==> src/rtl/jtsdram_bankchk_if.sv <==
// jtsdram_bankchk_if: SDRAM request/response bus between the bank checker and the memory controller
interface jtsdram_bankchk_if #(parameter int AW = 22, parameter int DW = 16);
   logic [AW-1:0]   addr;
   logic            rd, wr, ack, rdy;
   logic [DW-1:0]   din, dout;
   logic [DW/8-1:0] din_m;
   modport master(output addr, rd, wr, din, din_m, input ack, rdy, dout);
   modport slave(input addr, rd, wr, din, din_m, output ack, rdy, dout);
endinterface

==> src/rtl/jtsdram_bankchk.sv <==
// jtsdram_bankchk: writes an LFSR pattern over a word range, reads it back and reports errors/timeouts
module jtsdram_bankchk #(
   parameter int AW = 22,
   parameter int DW = 16,
   parameter int NWORDS = 1024,
   parameter logic [AW-1:0] BASE = '0,
   parameter int WRMODE = 1,
   parameter logic [15:0] SEED = 16'hACE1,
   parameter int TMO = 255
) (
   input  logic           clk,
   input  logic           rst,
   input  logic           start,
   output logic           busy,
   output logic           done,
   output logic           bad,
   output logic           timeout,
   output logic [15:0]    err_cnt,
   output logic [AW-1:0]  fail_addr,
   jtsdram_bankchk_if.master bus
);
   typedef enum logic [2:0] {IDLE, WR_REQ, WR_WAIT, RD_REQ, RD_WAIT, DONE} st_t;
   st_t st, st_nxt;
   logic [15:0] lfsr, tmr;
   logic [AW:0] cnt;
   logic [DW-1:0] pat;
   logic wait_st, tmo, wdone, err, last, fb, wr_end;
   assign fb      = lfsr[15] ^ lfsr[13] ^ lfsr[12] ^ lfsr[10];
   assign pat     = DW == 32 ? DW'({lfsr, ~lfsr}) : DW'(lfsr);
   assign wait_st = st == WR_WAIT || st == RD_WAIT;
   assign tmo     = wait_st && !bus.rdy && tmr == 16'(TMO - 1);
   assign wdone   = wait_st && (bus.rdy || tmo);
   assign err     = tmo || (st == RD_WAIT && bus.rdy && bus.dout != pat);
   assign last    = cnt == (AW+1)'(NWORDS - 1);
   assign wr_end  = st == WR_WAIT && last;
   assign busy    = st != IDLE && st != DONE;
   assign done    = st == DONE;
   assign bus.rd  = st == RD_REQ;
   assign bus.wr  = st == WR_REQ;
   assign bus.din   = bus.wr ? pat : '0;
   assign bus.din_m = bus.wr ? '0 : '1;
   always_ff @(posedge clk or negedge rst)
      if (!rst) st <= IDLE;
      else st <= st_nxt;
   always_comb begin
      st_nxt = st;
      case (st)
         IDLE:    if (start) st_nxt = WRMODE != 0 ? WR_REQ : RD_REQ;
         WR_REQ:  if (bus.ack) st_nxt = WR_WAIT;
         WR_WAIT: if (wdone) st_nxt = last ? RD_REQ : WR_REQ;
         RD_REQ:  if (bus.ack) st_nxt = RD_WAIT;
         RD_WAIT: if (wdone) st_nxt = last ? DONE : RD_REQ;
         default: st_nxt = IDLE;
      endcase
   end
   // a timed-out word counts as an error and still advances the pass
   always_ff @(posedge clk or negedge rst) begin
      if (!rst) begin
         bus.addr  <= BASE;
         lfsr      <= SEED;
         cnt       <= '0;
         tmr       <= '0;
         bad       <= 1'b0;
         timeout   <= 1'b0;
         err_cnt   <= '0;
         fail_addr <= '0;
      end else begin
         tmr <= wait_st ? tmr + 16'd1 : 16'd0;
         if (st == IDLE && start) begin
            bus.addr  <= BASE;
            lfsr      <= SEED;
            cnt       <= '0;
            bad       <= 1'b0;
            timeout   <= 1'b0;
            err_cnt   <= '0;
            fail_addr <= '0;
         end
         if (err) begin
            bad     <= 1'b1;
            err_cnt <= err_cnt + 16'(err_cnt != 16'hFFFF);
            if (!bad) fail_addr <= bus.addr;
         end
         if (tmo) timeout <= 1'b1;
         if (wdone) begin
            cnt      <= last ? '0 : cnt + (AW+1)'(1);
            bus.addr <= wr_end ? BASE : bus.addr + AW'(1);
            lfsr     <= wr_end ? SEED : {lfsr[14:0], fb};
         end
      end
   end
endmodule

==> src/flat_wrapper.sv <==
// flat-port wrapper written by rule: the top's interface ports become plain ports
module jtsdram_bankchk_flat 
#(
   parameter int AW = 22,
   parameter int DW = 16,
   parameter int NWORDS = 1024,
   parameter logic [AW-1:0] BASE = '0,
   parameter int WRMODE = 1,
   parameter logic [15:0] SEED = 16'hACE1,
   parameter int TMO = 255
)
  (clk, rst, start, busy, done, bad, timeout, err_cnt, fail_addr, bus_addr, bus_rd, bus_wr, bus_din, bus_din_m, bus_ack, bus_rdy, bus_dout);
  jtsdram_bankchk_if #(.AW(AW), .DW(DW)) bus_i ();
  input  logic clk;
  input  logic rst;
  input  logic start;
  output logic busy;
  output logic done;
  output logic bad;
  output logic timeout;
  output logic [15:0] err_cnt;
  output logic [AW-1:0] fail_addr;
  output wire logic [$bits(bus_i.addr)-1:0] bus_addr;
  output wire logic [$bits(bus_i.rd)-1:0] bus_rd;
  output wire logic [$bits(bus_i.wr)-1:0] bus_wr;
  output wire logic [$bits(bus_i.din)-1:0] bus_din;
  output wire logic [$bits(bus_i.din_m)-1:0] bus_din_m;
  input wire logic [$bits(bus_i.ack)-1:0] bus_ack;
  input wire logic [$bits(bus_i.rdy)-1:0] bus_rdy;
  input wire logic [$bits(bus_i.dout)-1:0] bus_dout;
  assign bus_addr = bus_i.addr;
  assign bus_rd = bus_i.rd;
  assign bus_wr = bus_i.wr;
  assign bus_din = bus_i.din;
  assign bus_din_m = bus_i.din_m;
  assign bus_i.ack = bus_ack;
  assign bus_i.rdy = bus_rdy;
  assign bus_i.dout = bus_dout;
  jtsdram_bankchk #(.AW(AW), .DW(DW), .NWORDS(NWORDS), .BASE(BASE), .WRMODE(WRMODE), .SEED(SEED), .TMO(TMO)) u_core (.clk(clk), .rst(rst), .start(start), .busy(busy), .done(done), .bad(bad), .timeout(timeout), .err_cnt(err_cnt), .fail_addr(fail_addr), .bus(bus_i));
endmodule
==> config.mk <==
export PLATFORM = sky130hd
export DESIGN_NAME = jtsdram_bankchk_flat
export DESIGN_NICKNAME = d
export VERILOG_FILES = /design/src/rtl/jtsdram_bankchk_if.sv /design/src/rtl/jtsdram_bankchk.sv /design/src/flat_wrapper.sv
export SDC_FILE = /design/constraint.sdc
export NUM_CORES = 1
export LEC_CHECK = 0
export BUFFER_PORTS_ARGS = -buffer_cell sky130_fd_sc_hd__buf_4
export CAP_MARGIN = 20
export CORE_UTILIZATION = 45
export CTS_CLUSTER_DIAMETER = 120
export DETAILED_ROUTE_END_ITERATION = 8
export MAX_ROUTING_LAYER = met4
export PLACE_DENSITY_LB_ADDON = 0.1
export SYNTH_ARGS = -nofsm -noshare
export SYNTH_HDL_FRONTEND = slang
export SYNTH_SLANG_ARGS = --single-unit
export TNS_END_PERCENT = 30
==> constraint.sdc <==
create_clock -name clk -period 7.2 [get_ports clk]
set_clock_uncertainty 0.2 [all_clocks]
set_input_delay 0.36 -clock clk [delete_from_list [all_inputs] [get_ports clk]]
set_output_delay 0.36 -clock clk [all_outputs]
set_load 0.005 [all_outputs]
After elaboration in Yosys (flattened, before gate mapping)
Index checks and enable logic that the tools add are counted.
- logic and storage cells: 77
- input bits: 21
- output and inout port bits: 84
- register bits after elaboration: 120
- eq/ne operators: 15
- reductions and logical operators: 18
- add/subtract/negate cells: 4
- bitwise gates (word level): 3
- muxes and demuxes: 28
- operators by type and width (operator ; number):
    2-to-1 mux 22 bit ; 6
    2-to-1 mux 16 bit ; 7
    2-to-1 mux 23 bit ; 3
    adder 23 x 1 -> 23 bit, second input constant ; 1
    equality test 23 x 10 -> 1 bit, second input constant ; 1
    adder 22 x 1 -> 22 bit, second input constant ; 1
    2-to-1 mux 3 bit ; 6
    adder 16 x 1 -> 16 bit ; 1
    adder 16 x 1 -> 16 bit, second input constant ; 1
    equality test 16 x 8 -> 1 bit, second input constant ; 1
    != test 16 bit ; 1
    != test 16 bit, second input constant ; 1
    one-hot mux 3 bit (5 select lines) ; 1
    logical AND 1 bit ; 8
    equality test 3 x 2 -> 1 bit, second input constant ; 2
    equality test 3 bit, second input constant ; 2
    != test 2 x 1 -> 1 bit, second input constant ; 3
    nonzero test 2 bit ; 3
    AND reduction 5 bit ; 1
    2-to-1 mux 2 bit ; 2
    != test 2 bit, second input constant ; 2
    equality test 3 x 1 -> 1 bit, second input constant ; 1
    logical NOT 3 bit ; 1
    logical OR 1 bit ; 3
    other kinds (5) ; 9

Depth between registers and ports, before layout
Gate-level depths: netlist (run 1).
- depth in word-level cells: 8
- gate-level depth with buffers: 10
- gate-level depth less buffers: 10

Worst setup path before layout (run 1)
Ideal clock, no wire load.
- path type: reg-to-reg
- from: register u_core.err_cnt[6]
- to: register u_core.err_cnt[4]
- stages on the path, launching flop included: 11
- period minus slack after synthesis: 2.413 ns
- library setup time: 0.128 ns
- slack: 4.787 ns
- required time: 6.872 ns
- arrival: 2.085 ns
- path buffers: 0
- path through: dfrtp_1 > nand4_1 > nor2_1 > nand4_1 > or3_1 > ha_1 > and2_1 > nand3_1 > or2_2 > o22ai_1 > mux2i_1
- word-level cells in the longest chain between the ends: 3
- ends and longest elaborated chain (what ; line ; text):
    from (decl) ; jtsdram_bankchk.sv:18 ; output logic [15:0] err_cnt,
    from (signal assigned) ; jtsdram_bankchk.sv:80 ; err_cnt <= err_cnt + 16'(err_cnt != 16'hFFFF);
    != test 16 bit ; jtsdram_bankchk.sv:80 ;
    adder 16 x 1 -> 16 bit ; jtsdram_bankchk.sv:80 ;
    2-to-1 mux 16 bit ; jtsdram_bankchk.sv:78 ; if (err) begin
No other way between the ends.
A chain may end at the register's enable or synchronous reset.

Worst setup path in the final report (run 1)
- from: register u_core.st[1]
- to: register u_core.lfsr[14]
- word-level cells in the longest chain between the ends: 7
- elaborated cells on any way between the ends: 13
- those cells by class: 2 x eq/ne; 2 x mux; 9 x reduce/logical
- ends and longest elaborated chain (what ; line ; text):
    from (decl) ; jtsdram_bankchk.sv:23 ; st_t st, st_nxt;
    from (signal assigned) ; jtsdram_bankchk.sv:44 ; else st <= st_nxt;
    equality test 3 x 2 -> 1 bit or equality test 3 bit (tied branches) ; jtsdram_bankchk.sv:30, jtsdram_bankchk.sv:35 ;
    logical OR 1 bit ; jtsdram_bankchk.sv:30 ; assign wait_st = st == WR_WAIT || st == RD_WAIT;
    logical AND 1 bit (2 in series) ; jtsdram_bankchk.sv:31 ; assign tmo = wait_st && !bus.rdy && tmr == 16'(TMO - 1);
    logical OR 1 bit ; jtsdram_bankchk.sv:32 ; assign wdone = wait_st && (bus.rdy || tmo);
    logical AND 1 bit ; jtsdram_bankchk.sv:32 ;
    2-to-1 mux 16 bit or nonzero test 2 bit (tied branches) ; n/a ;
    to (signal assigned) ; jtsdram_bankchk.sv:87 ; lfsr <= wr_end ? SEED : {lfsr[14:0], fb};
    to (decl) ; jtsdram_bankchk.sv:24 ; logic [15:0] lfsr, tmr;
Parallel ways exist; a longest one is shown, timed or not.

==> flow_results.org, run 1 <==
** Outcome
- Outcome :: completed

** CTS
- The tree built by TritonCTS fans out to 120 sinks.
- Maximum buffer depth of the clock tree :: 2
- In this run the clock root is driven by a clkbuf_16.
- # H-tree levels :: 4
- Clock transition at the registers of the reported paths :: 0.05 ns
- Post-CTS repair changed the size of 0 cells.
- Clock network latency to the later pin of the worst-skew pair :: 0.42 ns
- Total CTS buffers :: 17
- The number of setup buffers added after CTS is 0.
- TritonCTS clock tree :: yes

** Setup path
- Start point of the critical path :: u_core.st[1]
- In this run the critical register-to-register path is launched from u_core.st[1].
- Worst Setup Path Type :: reg2reg
- The worst setup path is launched from a register.
- Measured in cells, the most critical reg-to-reg path has a length of 5.
- Data on the critical path is required at its endpoint by 7.35 ns.
- Crit Reg-Reg Endpoint :: u_core.lfsr[14]
- Nature of the critical path endpoint :: register
- Of all nets on the critical path, the largest fanout is 27.
- Setup slack on the worst reg-to-reg path comes out at 4.21 ns.
- Signal arrival time at the worst endpoint :: 3.14 ns

** Global route
- Via count of the first global-routing pass :: 5735
- The initial antenna violation count is 0.
- The first global-routing pass estimated 29700 um of wire.
- GRT Total Usage :: 24.0%
- Global routing finished with a remaining overflow of 0.
- Maximum number of pins on one net before global-route repair :: 62

** Die
- 105 I/O pins were placed.
- From bottom edge to top edge, the die measures 126 um.
- The floorplan step defined a core boundary enclosing 0.0151 mm2.
- Initial standard-cell utilization of the core :: 46.0%
- The floorplan has 45 rows.
- Measured along the x axis, the die boundary spans 126 um.
- The die covers 0.0160 mm2.

** Synthesis
- The share of synthesized area in the top cell type comes to 40.3%.
- FFs w/ async S/R, synth :: 100%
- For this run, the number of Yosys warnings is 0.
- In this run the cell area of the synthesized design comes to 0.00696 mm2.
- Instance count of the mapped netlist :: 789
- After synthesis the netlist holds a flip-flop and latch count of 120.
- Yosys instantiated no cell more often than nand2_1.
- Yosys cell types :: 66
- Synthesized area divided by synthesized cell count :: 8.82 um2
- Ranking of synthesized cells by area :: dfrtp_1 (40%), nand2_1 (6.4%), a31oi_1 (4.7%)
- Dominant cell type by area after synthesis :: dfrtp_1
- By count the netlist is led by nand2_1 (119), dfrtp_1 (112), o21ai_0 (64).
- Number of flops mapped to enable cells by yosys :: 0
- In the synthesized netlist the dominant register cell turns out to be dfrtp_1.
- Synthesis produced a netlist with a net count of 816.
- After synthesis, flip-flops and latches occupy 43.3% of the total area.

** Power and ir drop
- Power per cell area :: 270 mW/mm2
- The share of total power dissipated in sequential elements is 38.0%.
- Share of total power consumed by net switching :: 34.6%
- Final Total Pwr :: 2.27 mW
- The analysis attributes to net switching a power of 0.785 mW.
- IR analysis of the VDD net gives a maximum drop of 0.000173 V.
- For this design the static power due to leakage is 3.53 nW.
- Cell internal power was estimated by the tool at 1.48 mW.
- Clock share of power :: 33.4%
- Per report_power, the combinational group accounts for 28.6% of the total.

** STA
- Summed over all failing endpoints, the final setup total negative slack is 0 ns.
- Total count of max-transition violations in the final report :: 0
- Max-slew headroom at the worst pin :: 30.8%
- On the final layout, the worst hold slack is 0.207 ns.
- Setup repair after global routing missed its margin :: no
- Across all setup checks in the final design, the least slack found is 4.21 ns.
- Setup violations remaining at the end of the flow were counted as 0.
- Of the available clock period, the critical path in the final layout requires 41.5%.
- For the pin with the worst max-slew slack, the measured transition is 1.03 ns.
- The final hold violation count was 0.
- The smallest clock period supported by the final layout is computed as 2.99 ns.
- For this run, the top clock speed supported by timing is 0.335 GHz.

** Layout
- Non-filler instance count after layout :: 1074
- From synthesis to final layout, the design area changed by 20.6%.
- Antenna Cells :: 0
- At the end of the flow, the number of nets in the layout was 900.
- Fraction of final layout cells sized beyond drive strength 1 :: 19.1%

** Worst hold path
- The worst hold path belongs to the class in2reg.
- The worst hold path begins at start.
- Terminating pin of the worst hold path :: u_core.st[1]
- The worst hold path passes through 4 cells.

** Detailed routing
- In the routed design, unresolved DRC markers number 0.
- For this block, the initial DRC count from the detailed router was 544.
- Overall via count from detail_route :: 6318
- Vias per std cell :: 5.88
- After detailed routing, the average wire length per cell comes to 16.7 um.
- The first detailed-routing pass ran for 5 iterations.
- In this run the remaining antenna-violating nets after routing total 0.
- The routed design has 18000 um of wire.

** Flow run
- Number of max-cap violations :: 0

** Placed design
- Number of instances in the placed design :: 1038
- Pre-CTS setup slack :: 3.90 ns
- Detailed placement finished with a half-perimeter wire length of 11800 um.
- RD Place Congestion :: 0.840
- Input and output buffers added on the ports amount to 104.
logic make-up (layout without fill, tap and decap cells):
group                      Yosys count  after routing  synth area share, %
and+or+nand+nor                    343            343                 25.8
DFF                                120            120                 43.3
AOI/OAI and AO/OA                  199            199                 18.4
buffers and inverters               69            166                 4.51
adders and majority gates            6              6                 1.08
muxes                               17             17                 2.44
xor gates and xnor gates            35             35                 4.40
sequential cells by signal (all words and copies together) (netlist names):
signal,cells
u_core.bad,1
u_core.err_cnt,16
u_core.tmr,16
u_core.st,3
u_core.cnt,23
u_core.bus.addr,22
u_core.fail_addr,22
u_core.timeout,1
u_core.lfsr,16
worst max path at each step:
stage / endpoint
floorplan: u_core.err_cnt[4]
global placement: u_core.fail_addr[2]
detailed placement: u_core.fail_addr[9]
CTS: u_core.fail_addr[9]
global route: u_core.lfsr[12]
finish: u_core.lfsr[14]
critical path, cell delays in order (launching register included):
cell and delay [ns]:
dfrtp_1 0.50, nand2b_1 0.29, a21o_1 0.46, nor2_2 0.88, and2_4 0.40, a22o_1 0.18
cell usage in the layout (no fill, tap or decap), drive strengths merged, types with 10 or more instances in the layout:
cell type and count:
a21oi 23, a22o 10, a31oi 52, and2 24, buf 112, clkbuf 29, dfrtp 112, inv 20
mux2i 17, nand2 121, nand3 51, nand4 24, nor2 42, nor3 16, nor4 10, o21ai 67
xnor2 24, xor2 11
power by group through the flow:
| stage | logic [mW] | clock network (mW) | registers [mW] |
|---|---|---|---|
| global placement | 0.624 | 0 | 0.867 |
| floorplan | 0.452 | 0 | 0.827 |
| finish | 0.649 | 0.757 | 0.860 |
| detailed placement | 0.635 | 0 | 0.869 |
| CTS | 0.638 | 0.774 | 0.859 |
| global route | 0.723 | 0.807 | 0.873 |
metrics by stage:
stage / area (um2) / utilization (%)
after CTS: 8340 / 55.1
after detailed placement: 7800 / 51.5
after global routing: 8400 / 55.4
after floorplan: 6960 / -
final: 8400 / 55.4
after global placement: 7800 / 51.5
area by class of cell:
class,count,area [um2]
clock inverter,3,15.0
sequential,120,3010
clock buffer,29,510
fill,1406,6750
inverter,20,75.1
multi-input combinational,600,3650
tap,188,235
timing repair buffer,114,901
metal layers:
layer / share of wire, % / GRT usage (%) / up-vias
met5: 0 / - / -
met4: 1.2 / 7.94 / 0
met3: 5.0 / 4.34 / 22
met2: 46 / 35.0 / 219
met1: 48 / 33.6 / 3025
li1: - / - / 3052
repair_timing:
item                                    4_1_cts  5_1_grt
endpoints found under the setup margin        0        0
hold buffers                                  2        0
endpoints found under the hold margin        53        0
(Power assumes the default switching activity.)
==> run 2, diff against run 1 <==
==> constraint.sdc (replaced) <==
create_clock -name clk -period 2.8 [get_ports clk]
set_clock_uncertainty 0.2 [all_clocks]
set_input_delay 0.14 -clock clk [delete_from_list [all_inputs] [get_ports clk]]
set_output_delay 0.14 -clock clk [all_outputs]
set_load 0.005 [all_outputs]
==> flow_results.org, run 2 (same netlist as run 1, synthesis figures left out) <==
** Outcome
- Outcome :: completed (unchanged)

** Detailed routing
- Highest routed metal layer :: met4 (unchanged)
- The total iterations of the first detailed-routing run was 5 (unchanged).
- The number of remaining DRC errors came to 0 (unchanged).
- Iteration-0 DRC Markers :: 596 (was 544)
- The amount of wire on met3 after detailed routing came to 972 um (was 890 um).
- Vias per std cell :: 5.88 (about the same)
- The met1 layer wirelength in the final routing was 8500 um (was 8620 um).
- The per-cell routed wire length came to 16.7 um (about the same).
- The remaining number of nets flagged by the antenna check after routing is 0 (unchanged).
- Total routed wirelength :: 18200 um (was 18000 um)
- Detailed route wirelength on metal2 :: 8450 um (was 8230 um)
- The total number of vias was 6420 (was 6318).

** STA
- Setup total negative slack :: 0 ns (unchanged)
- Peak Freq :: 0.386 GHz (was 0.335 GHz)
- The number of pins exceeding their max-slew limit in the final report came to 0 (unchanged).
- Setup repair after global routing missed its margin :: no (unchanged)
- Max-slew headroom at the worst pin :: 56.6% (was 30.8%)
- Final setup violating endpoints :: 0 (unchanged)
- Least setup slack across all paths after layout :: 0.211 ns (was 4.21 ns)
- Minimum period implied by the final worst setup slack :: 2.59 ns (was 2.99 ns)
- Post-route clock period utilization :: 92.5% (was 41.5%)
- Tightest Pin Transition :: 0.649 ns (was 1.03 ns)
- Final count of hold timing violations :: 0 (unchanged)

** Setup path
- Critical Path, Cell by Cell :: nand4_1, nor2_1, nand4_1, or3_1, ha_1, nand2_1, nor2_1, nand3_1, o22ai_1, mux2i_1 (was nand2b_1, a21o_1, nor2_2, and2_4, a22o_1)
- The family with the most delay on the worst path is simple AND/OR/NAND/NOR gates (unchanged).
- Critical path data required time :: 2.89 ns (was 7.35 ns)
- The startpoint of the lowest-slack register-to-register path is u_core.err_cnt[6] (was u_core.st[1]).
- The buffer and inverter count on the worst path came to 0 (unchanged).
- The type of element capturing the critical path was a register (unchanged).
- The critical setup path kind is reg2reg (unchanged).
- Cells on worst reg2reg path :: 10 (was 5)
- Critical Path Start Type :: register (unchanged)
- Crit Reg-Reg Endpoint :: u_core.err_cnt[14] (was u_core.lfsr[14])
- The largest driver fanout on the critical path came to 8 (was 27).
- Slowest Stage Delay on Critical Path :: 0.48 ns (was 0.88 ns)
- The arrival time of the worst setup path was 2.68 ns (was 3.14 ns).
- The worst reg-to-reg setup slack was 0.21 ns (was 4.21 ns).
- The worst-path cell with the longest stage delay was dfrtp_1 (was nor2_2).

** Layout
- Biggest regs: u_core.cnt x23, u_core.bus.addr x22, u_core.fail_addr x22 (unchanged).
- Signed area change from the synthesized netlist to the final layout :: 22.9% (was 20.6%)
- Fraction of final layout cells sized beyond drive strength 1 :: 20.9% (was 19.1%)
- Commonest cells after routing, fill and taps aside: buf_4 (126), nand2_1 (119), dfrtp_1 (112) (was nand2_1 (119), dfrtp_1 (112), buf_4 (110)).
- The number of flip-flops in the largest register came to 23 (unchanged).
- Fillcell total :: 1342 (was 1406)
- NumNets Final :: 918 (was 900)
- The register with the highest flop count was u_core.cnt (unchanged).
- Cell area after layout :: 0.00855 mm2 (was 0.00840 mm2)
- Antenna Cells :: 0 (unchanged)
- The leading cell type in the layout, fill and taps excluded was buf_4 (was nand2_1).

** CTS
- The insertion delay to the later sink of the worst-skew pair was 0.42 ns (about the same).
- # H-tree levels :: 4 (unchanged)
- Clk sinks :: 120 (unchanged)
- TritonCTS clock tree :: yes (unchanged)
- Clock root buffer :: clkbuf_16 (unchanged)
- Total CTS buffers :: 17 (unchanged)
- Clock transition at the registers of the reported paths :: 0.05 ns (about the same)
- The count of buffers added by post-CTS timing repair for setup came to 0 (unchanged).
- The maximum clock insertion buffer count is 2 (unchanged).
- The post-cts resize count was 0 (unchanged).

** Die
- The height of the chip came to 126 um (unchanged).
- Initial standard-cell utilization of the core :: 46.0% (unchanged)
- Width of the die :: 126 um (unchanged)
- Io pins :: 105 (unchanged)
- Placeable core area :: 0.0151 mm2 (unchanged)
- The area of the die is 0.0160 mm2 (unchanged).
- Number of cell rows :: 45 (unchanged)

** Global route
- Residual overflow from global routing :: 0 (unchanged)
- Maximum number of pins on one net before global-route repair :: 75 (was 62)
- The global-route wire length before repair is 30800 um (was 29700 um).
- Via count of the first global-routing pass :: 5989 (was 5735)
- GRT Total Usage :: 24.8% (was 24.0%)
- The initial antenna violation count is 0 (unchanged).

** Flow run
- The count of max-cap constraint violations came to 0 (unchanged).

** Power and ir drop
- The final total power came to 6.04 mW (was 2.27 mW).
- The power per unit of standard cell area was 706 mW/mm2 (was 270 mW/mm2).
- The static leakage came to 3.62 nW (was 3.53 nW).
- The peak supply drop is 0.000477 V (was 0.000173 V).

** Placed design
- The weighted congestion reported at the end of routability-driven placement came to 0.847 (was 0.840).
- Pre-CTS setup slack :: 0.243 ns (was 3.90 ns)
- The instance area at placement is 0.00794 mm2 (was 0.00780 mm2).
- DP HPWL :: 12300 um (was 11800 um)
- Buffers added on ports :: 104 (unchanged)

** Worst hold path
- The worst hold path class was in2async (was in2reg).
run 2: timing repair:
action / 4_1_cts / 5_1_grt
endpoints found under the hold margin: 121 / 0
hold buffers: 5 / 0
endpoints found under the setup margin: 0 / 0
run 2: through the flow:
stage	utilization (%)	instances	hold slack [ns]
2_1_floorplan	-	789	-0.356
3_3_place_gp	52.4	1055	-0.263
3_5_place_dp	52.4	1055	-0.262
4_1_cts	56.5	1092	0.104
5_1_grt	56.5	1092	0.130
6_report	56.5	1092	0.0804
run 2: worst max path at each step:
stage / start / endpoint / cells after the start / slack, ns
6_report: u_core.err_cnt[6] / u_core.err_cnt[14] / 10 / 0.21
5_1_grt: u_core.err_cnt[6] / u_core.err_cnt[14] / 10 / 0.001
4_1_cts: u_core.err_cnt[6] / u_core.err_cnt[14] / 10 / 0.23
3_5_place_dp: u_core.err_cnt[6] / u_core.err_cnt[14] / 10 / 0.24
3_3_place_gp: u_core.err_cnt[6] / u_core.err_cnt[14] / 10 / 0.35
2_1_floorplan: u_core.err_cnt[6] / u_core.err_cnt[4] / 10 / 0.39
run 2: routing by layer:
layer	up-vias	track usage, %
met3	23	4.51
met4	0	8.65
met2	228	37.9
met5	-	-
li1	3083	-
met1	3086	33.1
run 2: power by group:
| group | total, mW | switching, mW | internal [mW] | leakage (nW) |
|---|---|---|---|---|
| logic | 1.71 | 1.03 | 0.683 | 1.70 |
| clock network | 2.11 | 0.769 | 1.34 | 0.283 |
| registers | 2.21 | 0.274 | 1.94 | 1.64 |
| total | 6.04 | 2.07 | 3.96 | 3.62 |
run 2: tightest hold or removal path, stage by stage:
cell and delay [ns]:
dlygate4sd3_1 0.53, buf_4 0.13, buf_12 0.31
run 2: final cells by class:
cell class	instances	area, um2	area share, %
Tap cell	188	235	2.75
Timing Repair Buffer	132	1020	11.9
Multi-Input combinational cell	600	3650	42.7
Clock inverter	10	103	1.20
Inverter	20	75.1	0.878
Clock buffer	22	464	5.43
Sequential cell	120	3010	35.2
